$ cat src/rtl/i2s_rx_fifo.sv
// -----------------------------------------------------------------------------
// i2s_rx_fifo
// Receive-side frame buffer behind the I2S core. Each stereo frame presented
// with i_audio_valid is stored in a DEPTH-entry first-word-fall-through FIFO
// and handed to a consumer over a valid/ready handshake. Frames arriving while
// the FIFO is full (and nothing is popped that cycle) are dropped, which sets
// a sticky overflow flag and bumps a saturating drop counter.
//
// Ports
//   i_clk_12_288   sole clock, all state changes on its rising edge
//   i_reset        synchronous active-high reset, highest priority
//   i_audio_l/r    received left/right sample, qualified by i_audio_valid
//   i_audio_valid  one-cycle strobe per received frame (push)
//   o_audio_l/r    frame at FIFO head (held when o_audio_valid=0)
//   o_audio_valid  head frame available
//   i_audio_ready  consumer takes the head frame this cycle
//   o_level        frames stored, 0..DEPTH
//   o_full/o_empty level == DEPTH / level == 0
//   o_overflow     sticky: a frame has been dropped since the last clear
//   o_drop_count   dropped frames, saturating at all-ones
//   i_clear_ovf    clears o_overflow and o_drop_count (a same-cycle drop wins)
// -----------------------------------------------------------------------------
module i2s_rx_fifo #(
    parameter int DATA_BIT = 24,
    parameter int DEPTH    = 8,
    parameter int DROP_W   = 16
) (
    input  logic                       i_clk_12_288,
    input  logic                       i_reset,
    input  logic [DATA_BIT-1:0]        i_audio_l,
    input  logic [DATA_BIT-1:0]        i_audio_r,
    input  logic                       i_audio_valid,
    output logic [DATA_BIT-1:0]        o_audio_l,
    output logic [DATA_BIT-1:0]        o_audio_r,
    output logic                       o_audio_valid,
    input  logic                       i_audio_ready,
    output logic [$clog2(DEPTH):0]     o_level,
    output logic                       o_full,
    output logic                       o_empty,
    output logic                       o_overflow,
    output logic [DROP_W-1:0]          o_drop_count,
    input  logic                       i_clear_ovf
);

    localparam int PW = $clog2(DEPTH);
    localparam int LW = PW + 1;
    localparam int EW = 2 * DATA_BIT;

    logic [EW-1:0]       mem_r [DEPTH];
    logic [PW-1:0]       wr_ptr_r;
    logic [PW-1:0]       rd_ptr_r;
    logic [LW-1:0]       level_r;
    logic                full_r;
    logic                empty_r;
    logic                valid_r;
    logic [EW-1:0]       head_r;
    logic                overflow_r;
    logic [DROP_W-1:0]   drop_cnt_r;

    logic                pop_s;
    logic                push_acc_s;
    logic                drop_s;
    logic [EW-1:0]       wdata_s;
    logic [LW-1:0]       level_nxt_s;
    logic [PW-1:0]       rd_nxt_s;
    logic [EW-1:0]       head_nxt_s;
    logic                overflow_nxt_s;
    logic [DROP_W-1:0]   drop_cnt_nxt_s;

    // Handshake decode, level/pointer/head look-ahead and overflow bookkeeping
    always_comb begin
        pop_s          = valid_r & i_audio_ready;
        // A full FIFO still accepts a frame when the head leaves in the same cycle
        push_acc_s     = i_audio_valid & (~full_r | pop_s);
        drop_s         = i_audio_valid & full_r & ~pop_s;
        wdata_s        = {i_audio_l, i_audio_r};
        level_nxt_s    = level_r;
        rd_nxt_s       = rd_ptr_r;
        head_nxt_s     = head_r;
        overflow_nxt_s = overflow_r;
        drop_cnt_nxt_s = drop_cnt_r;

        case ({push_acc_s, pop_s})
            2'b10:   level_nxt_s = level_r + LW'(1);
            2'b01:   level_nxt_s = level_r - LW'(1);
            default: level_nxt_s = level_r;
        endcase

        if (pop_s) begin
            rd_nxt_s = rd_ptr_r + PW'(1);
        end else begin
            rd_nxt_s = rd_ptr_r;
        end

        // The head register is loaded with whatever will sit at the read pointer
        // after this edge; a frame written into that slot this cycle is taken
        // from the input because the array write has not happened yet.
        if (level_nxt_s != LW'(0)) begin
            if (push_acc_s && (wr_ptr_r == rd_nxt_s)) begin
                head_nxt_s = wdata_s;
            end else begin
                head_nxt_s = mem_r[rd_nxt_s];
            end
        end else begin
            head_nxt_s = head_r;
        end

        // A drop in the clearing cycle wins and restarts the count at one
        if (drop_s) begin
            overflow_nxt_s = 1'b1;
            if (i_clear_ovf) begin
                drop_cnt_nxt_s = DROP_W'(1);
            end else if (drop_cnt_r != {DROP_W{1'b1}}) begin
                drop_cnt_nxt_s = drop_cnt_r + DROP_W'(1);
            end else begin
                drop_cnt_nxt_s = drop_cnt_r;
            end
        end else if (i_clear_ovf) begin
            overflow_nxt_s = 1'b0;
            drop_cnt_nxt_s = '0;
        end else begin
            overflow_nxt_s = overflow_r;
            drop_cnt_nxt_s = drop_cnt_r;
        end
    end

    // Frame storage; contents need no reset because pointers define validity
    always_ff @(posedge i_clk_12_288) begin
        if (push_acc_s && !i_reset) begin
            mem_r[wr_ptr_r] <= wdata_s;
        end
    end

    // Control state, flags and registered head frame
    always_ff @(posedge i_clk_12_288) begin
        if (i_reset) begin
            wr_ptr_r   <= '0;
            rd_ptr_r   <= '0;
            level_r    <= '0;
            full_r     <= 1'b0;
            empty_r    <= 1'b1;
            valid_r    <= 1'b0;
            head_r     <= '0;
            overflow_r <= 1'b0;
            drop_cnt_r <= '0;
        end else begin
            if (push_acc_s) begin
                wr_ptr_r <= wr_ptr_r + PW'(1);
            end
            rd_ptr_r   <= rd_nxt_s;
            level_r    <= level_nxt_s;
            full_r     <= (level_nxt_s == LW'(DEPTH));
            empty_r    <= (level_nxt_s == LW'(0));
            valid_r    <= (level_nxt_s != LW'(0));
            head_r     <= head_nxt_s;
            overflow_r <= overflow_nxt_s;
            drop_cnt_r <= drop_cnt_nxt_s;
        end
    end

    assign o_audio_l     = head_r[EW-1:DATA_BIT];
    assign o_audio_r     = head_r[DATA_BIT-1:0];
    assign o_audio_valid = valid_r;
    assign o_level       = level_r;
    assign o_full        = full_r;
    assign o_empty       = empty_r;
    assign o_overflow    = overflow_r;
    assign o_drop_count  = drop_cnt_r;

endmodule

$ cat config.mk
export PLATFORM = sky130hd
export DESIGN_NAME = i2s_rx_fifo
export DESIGN_NICKNAME = d
export VERILOG_FILES = /design/src/rtl/i2s_rx_fifo.sv
export SDC_FILE = /design/constraint.sdc
export NUM_CORES = 1
export LEC_CHECK = 0
export BUFFER_PORTS_ARGS = -buffer_cell sky130_fd_sc_hd__buf_2
export CORE_UTILIZATION = 50
export CTS_CLUSTER_SIZE = 25
export DETAILED_ROUTE_END_ITERATION = 12
export PLACE_DENSITY = 0.75
export SYNTH_ARGS = -nofsm -noshare
export SYNTH_HDL_FRONTEND = slang
export SYNTH_SLANG_ARGS = --single-unit
$ cat constraint.sdc
create_clock -name i_clk_12_288 -period 5.45 [get_ports i_clk_12_288]
set_clock_uncertainty 0.1 [all_clocks]
set_input_delay 1.09 -clock i_clk_12_288 [delete_from_list [all_inputs] [get_ports i_clk_12_288]]
set_output_delay 1.09 -clock i_clk_12_288 [all_outputs]
set_load 0.02 [all_outputs]
# Yosys cells after proc, flatten, opt, wreduce, memory -nomap -nowiden
# Memory sizes are Yosys's and may differ from the RTL's. A register that Yosys moved wholly into a read port is not among the register bits.
# Index checks and enable logic that the tools add are counted.
# word_totals
ff_bits	30
ram_bits	384
in_bits	53
out_inout_bits	72
elab_cells	42
memories	1
# op_classes
n_addsub	5
eq_ne	4
mux	10
n_bitwise	7
n_reduce_logical	7
# mem_list
memory	depth	width	read_ports	rd_clocked_by_memory_dff	wr	line_no	rtl
mem_r	8	48	1	1	1	49	logic [EW-1:0] mem_r [DEPTH];
# op_table
op	count
16-bit 2-to-1 mux	4
16-bit by 1-bit adder with 16-bit output, second input constant	1
16-bit inequality test, second input constant	1
4-bit one-hot mux with 2 select lines	1
3-bit by 1-bit adder with 3-bit output, second input constant	2
4-bit by 1-bit adder with 4-bit output, second input constant	1
1-bit bitwise AND	4
4-bit equality test, second input constant	1
4-bit logical NOT	1
1-bit 2-to-1 mux	4
2-bit nonzero test	2
4-bit nonzero test	1
4-bit by 1-bit subtractor with 4-bit output, second input constant	1
3-bit 2-to-1 mux	1
2-bit by 1-bit equality test with 1-bit output, second input constant	1
2-bit equality test, second input constant	1
1-bit NOT	2
2-bit AND reduction	1
1-bit logical AND	1
1-bit logical NOT	1
1-bit bitwise OR	1

# Depth between registers and ports, before layout
# Gate-level depths: netlist of the first run.
# logic_depth
depth_word	6
depth_mapped	13
depth_no_buf	11

# Worst setup path before layout of the first run
# OpenSTA, ideal clock, no wires.
# synth_timing
kind	in2reg
startpoint	in i_audio_valid
endpoint	mem mem_r[1][0] in the netlist's numbering, enable pin
setup_time_ns	0.513
arrival_ns	5.096
required_time_ns	4.837
setup_slack_ns	-0.259
path_stages	4
path_buffers	1
path_cell_list	clkbuf_1 nand3b_1 or2_2 nor3_1
# synth_between
elab_chain_len	4
# synth_lines
element	line_no	rtl
start: declaration	32	input logic i_audio_valid,
1-bit bitwise AND	74	push_acc_s = i_audio_valid & (~full_r | pop_s);
1-bit logical AND	129	if (push_acc_s && !i_reset) begin
1-bit 2-to-1 mux	129	
1-bit 2-to-1 mux (implied by the code)	130	mem_r[wr_ptr_r] <= wdata_s;
end: declaration	49	
# No other way between the ends.

# Worst setup path after layout of the first run
# layout_timing
startpoint	in i_audio_ready
endpoint	reg head_r[45] (read register of mem_r)
# layout_between
elab_chain_len	6
elab_cells_between_ends	8
classes_between	eq/ne (2); mux (2); bitwise (3); reduce/logical (1)
# layout_lines
element	line_no	rtl
start: declaration	36	input logic i_audio_ready,
1-bit bitwise AND (*)	72	pop_s = valid_r & i_audio_ready;
1-bit bitwise OR	74	
1-bit bitwise AND	74	
2-bit by 1-bit equality test with 1-bit output / 2-bit equality test (equally long branches)	83	case ({push_acc_s, pop_s})
4-bit one-hot mux with 2 select lines	83	
4-bit nonzero test	98	if (level_nxt_s != LW'(0)) begin
end: declaration	56	logic [EW-1:0] head_r;
# Mark *: on every way between the ends. The rest lies on a longest branch, timed or not.
# A chain may end at the register's enable or synchronous reset.

==> results of run 1 <==
[path summary, 6_finish.rpt]
check,startpoint,endpoint,depth (start not counted)
setup / recovery,i_audio_ready,head_r[45],13
hold / removal,o_overflow,o_overflow,2
setup reg to reg,o_audio_valid,head_r[45],12
hold reg to reg,o_overflow,o_overflow,2
[layout by cell type, fill, tap and decap left out, types with 7 or more instances in the layout]
master	instances
a21oi_1	12
a31oi_1	50
a32oi_1	97
and2_1	52
buf_2	124
buf_4	19
bufinv_16	8
clkbuf_16	46
clkbuf_8	7
clkinv_2	7
dfxtp_1	78
edfxtp_1	384
inv_1	7
mux2i_1	97
nand2_1	210
nand3_1	7
nor2_1	27
o2bb2ai_1	48
xnor2_1	8
xor2_1	8
[synthesized netlist by cell type, types with 5 or more instances]
master	n
nor2_1	33
buf_1	5
nand3_1	7
nand2_1	210
a21oi_1	12
nor2b_1	5
xnor2_1	10
and2_1	53
ha_1	6
mux2i_1	97
buf_2	30
a31oi_1	50
xor2_1	8
edfxtp_1	384
clkbuf_1	41
o2bb2ai_1	48
dfxtp_1	78
inv_1	7
o21ai_0	6
a32oi_1	97
nand4_1	6
[critical path, delay by kind of cell]
family	cells	cell delay, ps
AND/OR/NAND/NOR	2	360
AO/OA/AOI/OAI	5	790
adder cells (fa/ha/maj)	2	480
buffers and inverters	2	720
XOR/XNOR	2	330
[routing by layer]
metal	global-route usage [%]	share of wire, %
met5	0	0.082
met4	7.51	2.1
met3	3.47	7.0
met2	38.2	49
met1	31.5	42
[per-stage QoR]
step | power (mW) | utilization [%]
3_3_place_gp | 6.15 | 54.3
6_report | 9.50 | 58.9
2_1_floorplan | 5.54 | -
5_1_grt | 9.84 | 58.9
3_5_place_dp | 6.20 | 54.3
4_1_cts | 9.56 | 58.9
[registers in the layout, indices dropped and copies added (netlist names)]
signal         count
mem_r            384
rd_ptr_r           3
o_level            4
wr_ptr_r           3
o_full             1
o_audio_valid      1
head_r            48
o_empty            1
o_overflow         1
o_drop_count      16
[kinds of logic (layout without fill, tap and decap cells)]
family	Yosys count	count (layout)
mux	97	97
buf+inv	87	239
xor+xnor	19	19
compound gates	233	233
flops	462	462
fa+ha+maj	6	6
simple gates	345	345
other cells	0	3
[area by class of cell]
type / count / share of cell area [%]
Multi-Input combinational cell: 700 / 22.8
Timing Repair Buffer: 147 / 4.02
Inverter: 8 / 0.143
Antenna cell: 3 / 0.0358
Clock buffer: 59 / 6.06
Sequential cell: 462 / 62.5
Clock inverter: 25 / 1.74
Tap cell: 461 / 2.75
[power groups by stage]
stage	clock [mW]	combinational [mW]	sequential, mW
final	3.35	1.93	4.22
after global routing	3.53	2.07	4.23
after CTS	3.41	1.93	4.21
after detailed placement	0	1.92	4.28
after global placement	0	1.87	4.28
after floorplan	0	1.10	4.44
==> run summary, run 1 <==
Switching part of the total: 29.0%
Post-layout worst setup margin: 1970 ps
Share of cells above drive strength 1: 17.6%
Final Cycle Share: 63.9%
Post-DP HPWL: 21.8 mm
Core box area: 0.0356 sq mm
Gr ovfl total: 0
Critical path class: primary input to flop
Synth top area cells: edfxtp_1 (64%), dfxtp_1 (8.6%), mux2i_1 (5.4%), a32oi_1 (4.7%), nand2_1 (4.4%)
GRT Total Usage: 23.1%
Worst setup EP type: flop
GP Congestion: 0.902
Number of cell rows: 69
Post-CTS sizing: 0
Synthesized area per cell: 14.5 sq um
CP Cell Sequence: buf_2 > a21bo_2 > nand2_1 > ha_1 > xor2_1 > ha_1 > a21oi_1 > xnor2_1 > a21boi_0 > nor3_1 > a21o_2 > buf_4 > o2bb2ai_1
Post-synth ARST share: 0%
Clock-pin slew on the worst setup and hold paths: 60 ps
Final min period: 3480 ps
Pin slew with the least headroom to its limit: 1180 ps
Post-Route WL: 42.7 mm
Drc violations: 0
Drt pass-1 iters: 8
Leak pwr: 7.60 nW
I/O pins: 125
Area of the multi-input gates: 0.00478 sq mm
CTS Buf Count: 45
Yosys warnings: 0
Max Clk Rate: 287 MHz
Slew HR: 21.3%
Synth Area in Compound Gates: 10.3%
Yosys top cell by area: edfxtp_1
Netlist cell types: 52
Storage cell area: 0.0131 sq mm
Worst reg2reg setup slack: 2150 ps
Vias in the first global route: 10,965
ANT nets after route: 0
Cell Area, Synth: 0.0181 sq mm
Mux share of post-synthesis cell area: 5.36%
Initial antenna violation count: 6
Post-placement cell area: 0.0193 sq mm
Flop pwr share: 44.4%
H-Tree Depth: 2
Hold_ws: 351 ps
Die width: 192 um
Post-Synth XOR/XNOR Area: 0.995%
Adder-cell share of the synthesized area: 0.414%
Min-Delay Path Class: flop to flop
First-pass GRT wire length: 64.4 mm
Drt initial violations: 842
Die area: 0.0370 sq mm
Post-CTS Setup Inserts: 0
Clock Tree Root: clkbuf_16
Logic gate share of total power: 20.3%
Via count: 11,280
Status: completed
Simple-gate share of the synthesized area: 8.61%
Syn_nets: 1,308
Largest net degree at the start of global routing: 113
Final Max Slew Viols: 0
CTS sink count: 462
Number of hold buffers added after CTS: 0
Sequential share of the synthesized area: 72.3%
Dpl cells: 1,778
Largest family of logic cells by synthesized area: compound AO/OA/AOI/OAI gates
Final std cells w/o fill: 1,865
Fill cell count: 2,719
Power per Cell Area: 453 mW/mm^2
Clock share of power: 35.3%
Clock Path Buffers: 3
Share of the synthesized area in the top cell type: 63.7%
Total negative slack: 0 ps
WP data required: 5770 ps
Seq cells post-synth: 462
DP Worst Slack: 1420 ps
Die H: 192 um
Nets@finish: 1,423
Clock Latency Late Sink: 560 ps
Drt via density: 6.05
CTS tree: built
Post-synthesis cell count: 1,249
Slowest cell delay on critical path: 570 ps
Worst path most repeated cell: ha_1
Slowest cell on the critical path: buf_4
Cell Int Power: 6.75 mW
Top_reg_cell synth: edfxtp_1
RSZ-0062 raised after global routing: no
Worst vdd ir: 318 uV
Startpoint types: primary input
Post-route cell area: 0.0210 sq mm
Initial core utilization: 50.9%
DR WL/cell: 22.9 um
Largest fanout on the critical path: 50
Buffers added on ports: 124
P&R area growth vs syn: 15.7%
CP Data Arrival Time: 3800 ps
Hold Vio Cnt, Final: 0
Setup-failing EPs final: 0
Max Cap Violations: 0
Number of synthesized flops with an enable pin: 384
Net Switching: 2.76 mW
(Power assumes the default switching activity.)
==> run 2, diff against run 1 <==
Settings changed: ABC_AREA set to 1, PLACE_DENSITY 0.75 to 0.72.
Clock period 5.45 ns to 3.6 ns, I/O delays scaled along.
==> run 2 against run 1 <==
  * Cell area grew 12%
  * First-iteration DRC count is 88% higher
  * Count of clock-buffer cells in the layout up 12
  * Synthesized area grew 14%
  * Sequential cell count did not move
  * Combinational power grew 140%
  * Clock power increased by 42%
  * Via count grew 36%
  * Power grew 67%
  * Non-clock buffer count rose by 16
  * Utilization fell by 1.6 points
  * Global-route usage rose by 1.3 points
==> run summary, run 2 <==
RSZ-0062 raised after global routing: no
GRT Total Usage: 24.4% (+1.3 points)
Final Max Slew Viols: 0 (unchanged)
Largest Register: mem_r
Cell family with most CP delay: simple AND/OR/NAND/NOR gates
Most common cell after layout, fill and taps aside: nand3_1
Largest net degree at the start of global routing: 110 (-2.7%)
Most frequent cell after synthesis: nand3_1
DR WL/cell: 18.8 um (-18%)
Worst path most repeated cell: nand2_1
Area of the multi-input gates: 0.00585 sq mm (+22%)
Net Switching: 5.49 mW (+99%)
Clock Tree Root: clkbuf_16
Drc violations: 0 (unchanged)
Post-synthesis cell count: 2,086 (+67%)
H-Tree Depth: 2 (unchanged)
Most frequent cells in the layout: nand3_1 (559), edfxtp_1 (384), nand2_1 (343)
Pin slew with the least headroom to its limit: 1040 ps (-139 ps)
Drt via density: 5.60 (-7.4%)
Status: completed
Die H: 205 um (+6.7%)
Final min period: 2980 ps
Post-synth ARST share: 0% (unchanged)
Yosys top cell by area: edfxtp_1
Startpoint types: flop
Cell Int Power: 10.3 mW (+53%)
Via count: 15,289 (+36%)
CTS sink count: 462 (unchanged)
Seq cells post-synth: 462 (unchanged)
Buffers added on ports: 124 (unchanged)
Post-Route WL: 51.4 mm (+20%)
Setup-failing EPs final: 0 (unchanged)
Vias in the first global route: 14,431 (+32%)
Storage cell area: 0.0131 sq mm (unchanged)
CTS Buf Count: 46 (+2.2%)
Min-Delay Path Class: primary input to flop
Clock Path Buffers: 3 (unchanged)
Slowest cell on the critical path: dfxtp_1
Critical path class: flop to flop
Max Clk Rate: 336 MHz
Leak pwr: 9.93 nW (+31%)
Slowest cell delay on critical path: 540 ps (-30 ps)
Post-placement cell area: 0.0219 sq mm (+13%)
Share of cells above drive strength 1: 12.0% (-5.6 points)
Final Cycle Share: 82.7%
R2r worst-path depth: 15 (+3)
Number of flip-flops in the largest register: 384 (unchanged)
Buf/Inv on CP: 2 (unchanged)
First-pass GRT wire length: 79.4 mm (+23%)
Die width: 205 um (+6.7%)
Slew HR: 30.5% (+9.3 points)
Post-CTS Setup Inserts: 0 (unchanged)
Crit path depth: 15 (+2)
Initial antenna violation count: 4 (-2)
Clock-pin slew on the worst setup and hold paths: 60 ps (about the same)
Sequential share of the synthesized area: 63.4% (-8.9 points)
Number of synthesized flops with an enable pin: 384 (unchanged)
Total power: 15.8 mW (+67%)
Share of the synthesized area in the top cell type: 55.8% (-7.8 points)
Core box area: 0.0408 sq mm (+15%)
I/O pins: 125 (unchanged)
Logic gate share of total power: 29.1% (+8.8 points)
Power per Cell Area: 676 mW/mm^2 (+49%)
Hold Vio Cnt, Final: 0 (unchanged)
Number of cell rows: 74 (+7.2%)
Hold path depth: 1 (-1)
Gr ovfl total: 0 (unchanged)
Cell Area, Synth: 0.0207 sq mm (+14%)
Die area: 0.0421 sq mm (+14%)
Dpl cells: 2,642 (+49%)
Switching part of the total: 34.7% (+5.7 points)
Final std cells w/o fill: 2,730 (+46%)
Drt pass-1 iters: 7 (-1)
Nets@finish: 2,217 (+56%)
Worst setup EP type: flop
ANT nets after route: 0 (unchanged)
Worst reg2reg setup slack: 620 ps (-1530 ps)
Clock Latency Late Sink: 550 ps (about the same)
WP data required: 3950 ps (-1820 ps)
Top_reg_cell synth: edfxtp_1
Number of hold buffers added after CTS: 0 (unchanged)
Commonest cells post-synth: nand3_1 (561), edfxtp_1 (384), nand2_1 (349)
Drt initial violations: 1,584 (+88%)
Largest fanout on the critical path: 30 (-40%)
CP Cell Sequence: nand2_2 > nand2_1 > nand2_1 > ha_1 > nand2_1 > inv_1 > nor2_1 > ha_1 > mux2i_1 > nand2_1 > nor2_4 > nand2_2 > buf_4 > nand3_1 > nand2_1
Max Cap Violations: 0 (unchanged)
Flop pwr share: 40.9% (-3.5 points)
Syn_nets: 2,145 (+64%)
Initial core utilization: 50.6% (-0.33 points)
P&R area growth vs syn: 13.2%
Netlist cell types: 32 (-38%)
Worst vdd ir: 860 uV (+170%)
Synth top area cells: edfxtp_1 (56%), nand3_1 (14%), dfxtp_1 (7.6%), nand2_1 (6.3%), inv_1 (5.9%)
CTS tree: built
Post-route cell area: 0.0234 sq mm (+12%)
Post-DP HPWL: 28.0 mm (+29%)
Synthesized area per cell: 9.90 sq um (-32%)
GP Congestion: 0.888 (-1.6%)
Yosys warnings: 0 (unchanged)
Fill cell count: 3,256 (+20%)
CP Data Arrival Time: 3320 ps (-480 ps)
Post-CTS sizing: 0 (unchanged)
Clock share of power: 30.0% (-5.3 points)
-- run 2: cell types whose count changed in the layout (fill, tap and decap cells not counted), sizes merged, moves of 12 or more --
| cell | delta |
|---|---|
| nand3 | +554 |
| buf | +16 |
| clkbuf | +12 |
| nand3b | +95 |
| nand2 | +140 |
| and2 | -52 |
| nand4 | +53 |
| a32oi | -97 |
| mux2i | -96 |
| inv | +315 |
| a31oi | -50 |
| o2bb2ai | -48 |
-- run 2: final cells by class --
class / count / share of cell area [%]
inverter: 324 / 5.21
multi-input combinational: 1161 / 25.0
timing repair buffer: 163 / 4.44
tap: 532 / 2.85
clock buffer: 71 / 6.07
clock inverter: 15 / 0.449
sequential: 462 / 56.0
antenna: 2 / 0.0214
-- run 2: worst paths after layout --
check,startpoint,to
worst max register to register,o_audio_valid,head_r[12]
worst min-delay path,i_audio_l[4],mem_r[5][28]
worst min register to register,o_overflow,o_overflow
worst max-delay path,o_audio_valid,head_r[12]
-- run 2: logic make-up (layout without fill, tap and decap cells) --
kind of cell,Yosys count,count (layout),share of synthesized area [%]
adders and majority gates,6,6,0.363
and+or+nand+nor,1117,1117,26.3
other,0,2,0
muxes,1,1,0.0484
buffers and inverters,463,573,8.92
AOI/OAI and AO/OA,33,33,0.854
xor gates and xnor gates,4,4,0.170
DFF,462,462,63.4
-- run 2: stage by stage --
stage | setup slack [ps] | setup TNS [ps] | util (%) | hold slack [ps]
floorplan | -415 | -79620 | - | 392
CTS | 682 | 0 | 57.3 | 323
finish | 624 | 0 | 57.3 | 339
global route | 374 | 0 | 57.3 | 342
detailed placement | 366 | 0 | 53.5 | 362
global placement | 469 | 0 | 53.5 | 352
-- run 2: power groups by stage --
| stage | combinational, mW | clock, mW | sequential [mW] |
|---|---|---|---|
| after floorplan | 2.87 | 0 | 6.76 |
| after global placement | 4.45 | 0 | 6.58 |
| after detailed placement | 4.56 | 0 | 6.58 |
| after CTS | 4.58 | 4.82 | 6.47 |
| after global routing | 5.05 | 5.01 | 6.50 |
| final | 4.60 | 4.75 | 6.47 |
-- run 2: metal layers --
metal	global-route usage [%]	wire, um	vias to the layer above	share of wire [%]
met5	0	25	-	0.049
met4	7.94	1270	4	2.5
met3	3.80	4180	99	8.1
met2	40.4	24300	668	47
met1	33.0	21700	7283	42
li1	-	-	7235	-
